===== src/rtl/keypad_scanner.sv =====
// 4x4 matrix keypad scanner: drives rows one at a time, debounces a single
// pressed key and reports it once per physical press via key_data/key_valid.
module keypad_scanner #(
    parameter int SCAN_DIV       = 25000,
    parameter int DEBOUNCE_TICKS = 20
) (
    input  logic       clk,
    input  logic       rst_n,
    input  logic       scan_en,
    input  logic [3:0] key_col,
    output logic [3:0] key_row,
    output logic [3:0] key_data,
    output logic       key_valid,
    output logic       key_held
);

    localparam int DIV_W = (SCAN_DIV > 1) ? $clog2(SCAN_DIV) : 1;
    localparam int CNT_W = $clog2(DEBOUNCE_TICKS + 1);

    typedef enum logic [1:0] {SCAN, DEBOUNCE, HELD, RELEASE} state_t;

    state_t             state, state_nxt;
    logic [DIV_W-1:0]   div_cnt;
    logic               tick;
    logic [CNT_W-1:0]   cnt, cnt_nxt;
    logic [1:0]         row_idx, row_nxt;
    logic [3:0]         col_meta, col_s;
    logic [3:0]         lat_col, lat_col_nxt;
    logic [3:0]         data_nxt;
    logic               valid_nxt, held_nxt;
    logic               single_press;
    logic               accept, release_key;

    function automatic logic [1:0] col_code(input logic [3:0] c);
        logic [1:0] code;
        code = 2'd0;
        case (c)
            4'b1101: code = 2'd1;
            4'b1011: code = 2'd2;
            4'b0111: code = 2'd3;
            default: code = 2'd0;
        endcase
        return code;
    endfunction

    // NOTE: sequential state always uses non-blocking assignments so every
    // register samples pre-edge values regardless of statement order.
    always_ff @(posedge clk or negedge rst_n) begin
        if (!rst_n) begin
            col_meta <= 4'hF;
            col_s    <= 4'hF;
        end else begin
            col_meta <= key_col;
            col_s    <= col_meta;
        end
    end

    assign tick = scan_en && (div_cnt == DIV_W'(SCAN_DIV - 1));

    always_ff @(posedge clk or negedge rst_n) begin
        if (!rst_n)
            div_cnt <= '0;
        else if (!scan_en || tick)
            div_cnt <= '0;
        else
            div_cnt <= div_cnt + DIV_W'(1);
    end

    assign single_press = ($countones(~col_s) == 1);

    // NOTE: every combinational output gets a default first so no path
    // leaves a signal unassigned and infers a latch.
    always_comb begin
        state_nxt   = state;
        cnt_nxt     = cnt;
        row_nxt     = row_idx;
        lat_col_nxt = lat_col;
        data_nxt    = key_data;
        valid_nxt   = 1'b0;
        held_nxt    = key_held;
        accept      = 1'b0;
        release_key = 1'b0;

        if (!scan_en) begin
            state_nxt = SCAN;
            cnt_nxt   = '0;
            row_nxt   = 2'd0;
            held_nxt  = 1'b0;
        end else if (tick) begin
            case (state)
                SCAN: begin
                    if (single_press) begin
                        lat_col_nxt = col_s;
                        if (DEBOUNCE_TICKS <= 1) begin
                            accept = 1'b1;
                        end else begin
                            cnt_nxt   = CNT_W'(1);
                            state_nxt = DEBOUNCE;
                        end
                    end else begin
                        row_nxt = row_idx + 2'd1;
                    end
                end
                DEBOUNCE: begin
                    if (col_s == lat_col) begin
                        if (int'(cnt) + 1 >= DEBOUNCE_TICKS)
                            accept = 1'b1;
                        else
                            cnt_nxt = cnt + CNT_W'(1);
                    end else begin
                        state_nxt = SCAN;
                        row_nxt   = row_idx + 2'd1;
                    end
                end
                HELD: begin
                    // Only a full release matters here; extra keys are ignored.
                    if (col_s == 4'hF) begin
                        if (DEBOUNCE_TICKS <= 1) begin
                            release_key = 1'b1;
                        end else begin
                            cnt_nxt   = CNT_W'(1);
                            state_nxt = RELEASE;
                        end
                    end
                end
                RELEASE: begin
                    if (col_s == 4'hF) begin
                        if (int'(cnt) + 1 >= DEBOUNCE_TICKS)
                            release_key = 1'b1;
                        else
                            cnt_nxt = cnt + CNT_W'(1);
                    end else begin
                        state_nxt = HELD;
                    end
                end
            endcase
        end

        if (accept) begin
            data_nxt  = {row_idx, col_code(col_s)};
            valid_nxt = 1'b1;
            held_nxt  = 1'b1;
            cnt_nxt   = '0;
            state_nxt = HELD;
        end
        if (release_key) begin
            held_nxt  = 1'b0;
            cnt_nxt   = '0;
            row_nxt   = row_idx + 2'd1;
            state_nxt = SCAN;
        end
    end

    always_ff @(posedge clk or negedge rst_n) begin
        if (!rst_n) begin
            state     <= SCAN;
            cnt       <= '0;
            row_idx   <= 2'd0;
            lat_col   <= 4'hF;
            key_data  <= 4'd0;
            key_valid <= 1'b0;
            key_held  <= 1'b0;
            key_row   <= 4'b1110;
        end else begin
            state     <= state_nxt;
            cnt       <= cnt_nxt;
            row_idx   <= row_nxt;
            lat_col   <= lat_col_nxt;
            key_data  <= data_nxt;
            key_valid <= valid_nxt;
            key_held  <= held_nxt;
            // Row drive follows the next row index so a re-enable shows row 0 at once.
            key_row   <= scan_en ? ~(4'b0001 << row_nxt) : 4'b1111;
        end
    end

endmodule


===== config.mk =====
export PLATFORM = sky130hd
export DESIGN_NAME = keypad_scanner
export DESIGN_NICKNAME = d
export VERILOG_FILES = /design/src/rtl/keypad_scanner.sv
export SDC_FILE = /design/constraint.sdc
export NUM_CORES = 1
export LEC_CHECK = 0
export CAP_MARGIN = 20
export CORE_ASPECT_RATIO = 0.8
export CORE_MARGIN = 3
export CORE_UTILIZATION = 55
export DETAILED_ROUTE_END_ITERATION = 7
export PLACE_DENSITY = 0.82
export SETUP_SLACK_MARGIN = 0.2
export SYNTH_ARGS = -nofsm -noshare
export SYNTH_HDL_FRONTEND = slang
export SYNTH_SLANG_ARGS = --single-unit

===== constraint.sdc =====
create_clock -name clk -period 5.7 [get_ports clk]
set_input_delay 1.14 -clock clk [delete_from_list [all_inputs] [get_ports clk]]
set_output_delay 1.14 -clock clk [all_outputs]
set_load 0.02 [all_outputs]

==> results.md <==
- Status: finished clean
- Clock buffer count from CTS: 5
- Crit path time final: 2.99 ns
- Vias in the first global route: 1599
- Drt first pass iters: 4
- Power Total: 708 uW
- Routed wire per std cell: 13.9 um
- Place WS: 2.51 ns
- Worst-path clk slew: 0.08 ns
- Ports: 17
- Mapped cell area: 2390 um2
- Via count: 1647
- Clock latency on the worst-skew pair: 0.29 ns
- Fin. max-slew vios: 0
- Hold Buf Count CTS: 0
- Largest family of logic cells by synthesized area: simple AND/OR/NAND/NOR gates
- Worst Path Buf+Inv: 1
- Post-route DRC: 0
- Synth top area cells: dfrtp_1, dfstp_2, xor2_1
- Post-synth net total: 237
- Peak VDD IR: 0.171 mV
- Async set-reset flop share out of synthesis: 1.00
- Synth Register Bits: 46
- Detailed Place HPWL: 3030 um
- PostCTS Resize Cnt: 0
- Slew margin rel.: 0.368
- Highest clock rate: 334 MHz
- Worst Skew: 0.00366 ns
- Simple logic cell fraction of the synthesized area: 0.214
- Worst-path maximum fanout: 7
- CP required: 5.92 ns
- Fin crit share: 0.525
- Slowest stage delay, CP: 0.65 ns
- Slowest CP cell: nor3_1
- Leading area contributor after synthesis: dfrtp_1
- Num rows: 20
- Max cap viols: 0
- Gpl congestion: 0.818
- Post-CTS Setup Inserts: 0
- Worst Setup End Kind: flip-flop
- Initial Util: 0.600
- All-Layer GR Usage: 0.181
- Antenna Cells: 0
- Area growth from synthesis to layout: 12.3%
- DR vias/cell: 5.60
- Commonest cells in the netlist: dfrtp_1, nor2_1, nand2_1, dfstp_2, xor2_1
- Yosys warning count: 0
- Layout Nets: 253
- Post-synthesis mux area share: 0.0571
- Post-synthesis xor/xnor area fraction: 0.0660
- H-tree depth: 2
- Die Area: 5170 um2
- Die H: 64.9 um
- Fin cells: 294
- Synth Area in Adders: 0.0450
- Largest net degree at the start of global routing: 47
- Final-layout fill cell count: 305
- Final WL: 4100 um
- LEAKAGE: 0.00118 uW
- P per Cell Area: 264 nW/um2
- Setup ws final: 2.71 ns
- Post-Place Cells: 286
- Count leader, synth: dfrtp_1
- Final ANT Viol Nets: 0
- Setup TNS: 0 ns
- EDFF count, synth: 0
- HP Class: flip-flop to flip-flop
- Worst-Margin Slew: 0.948 ns
- Synth Area in Compound Gates: 0.105
- TritonCTS clock tree: done
- Top cell type's share of synthesized area: 0.325
- Final core occ: 0.674
- Post-Syn Instances: 222
- Total gr overflow: 0
- Worst-path cell chain: fa_1 -> inv_1 -> ha_1 -> nor3b_1 -> nor3_1 -> nor2b_1 -> a21oi_2 -> mux2i_1
- Critical path class: flip-flop to flip-flop
- Seq/Total Area, Yosys: 0.490
- Crit-path leading delay family: simple AND/OR/NAND/NOR gates
- Initial antenna violation count: 0
- Port Buffer Count: 16
- Initial drt markers: 58
- Crit start category: flip-flop
- Layout cell share with drive strength beyond 1: 0.172
- Root buffer cell: clkbuf_8
- Die width: 79.7 um
- Synth cell types: 47
- Clock sink count: 46
- Crit path arrival time: 3.21 ns
- Endpoints failing hold: 0
- RSZ-0062 raised after global routing: no
- Setup violators final: 0
- Maximum root-to-sink buffer count: 2
- Global-route wire length before repair: 7280 um
- Predominant post-synthesis flop cell: dfrtp_1
- Avg Synthesized Cell Area: 10.8 um2
- Core ar.: 3980 um2
==> layout make-up <==
type | count | area (um2) | share of cell area
Clock buffer | 6 | 82.6 | 0.0308
Clock inverter | 2 | 12.5 | 0.00467
Inverter | 8 | 30.0 | 0.0112
Multi-Input combinational cell | 161 | 1160 | 0.434
Sequential cell | 46 | 1170 | 0.436
Tap cell | 55 | 68.8 | 0.0257
Timing Repair Buffer | 16 | 155 | 0.0579
==> per-layer routing <==
| layer | part of all wire | up-vias | GRT usage |
|---|---|---|---|
| met5 | 0 | - | 0 |
| met4 | 0.012 | 0 | 0.0601 |
| met3 | 0.038 | 5 | 0.0472 |
| met2 | 0.44 | 29 | 0.268 |
| met1 | 0.51 | 797 | 0.260 |
| li1 | - | 816 | - |
==> report_power, final <==
| part | total, uW | switching, uW | internal, uW |
|---|---|---|---|
| sequential | 386 | 36.9 | 349 |
| clock | 200 | 103 | 97.4 |
| combinational | 122 | 64.5 | 57.6 |
| total | 708 | 204 | 504 |
==> flip-flops by register name, indices dropped and copies added, names as in the netlist, 4 cells and up <==
name / flops
col_s: 4
lat_col: 4
col_meta: 4
key_data: 4
cnt: 5
key_row: 4
div_cnt: 15
==> final timing paths <==
check | startpoint | end | slack, ns | depth (start not counted)
max | col_s[3] | key_row[0] | 2.71 | 8
max reg2reg | col_s[3] | key_row[0] | 2.71 | 8
min reg2reg | col_meta[2] | col_s[2] | 0.36 | 0
max in group asynchronous | rst_n | div_cnt[0] | 4.13 | 1
min in group asynchronous | rst_n | div_cnt[13] | 1.00 | 1
min | col_meta[2] | col_s[2] | 0.36 | 0
==> per-stage QoR <==
stage / area [um2] / hold slack (ns)
3_5_place_dp: 2590 / 0.348
3_3_place_gp: 2590 / 0.346
2_1_floorplan: 2390 / 0.345
4_1_cts: 2680 / 0.361
5_1_grt: 2680 / 0.363
6_report: 2680 / 0.359
==> layout by cell type, fill, tap and decap left out, types with 6 or more instances in the layout <==
master           count
dfrtp_1             31
nor2_1              23
nand2_1             19
xor2_1              15
dfstp_2             15
clkdlybuf4s50_1     15
nand3_1              9
inv_1                8
mux2i_1              8
ha_1                 7
o21ai_0              6
clkbuf_8             6
==> logic make-up after synthesis <==
group,after synthesis
xor gates and xnor gates,18
adders and majority gates,8
DFF,46
and+or+nand+nor,90
AOI/OAI and AO/OA,32
muxes,13
buffers and inverters,15
(Power assumes the default switching activity.)
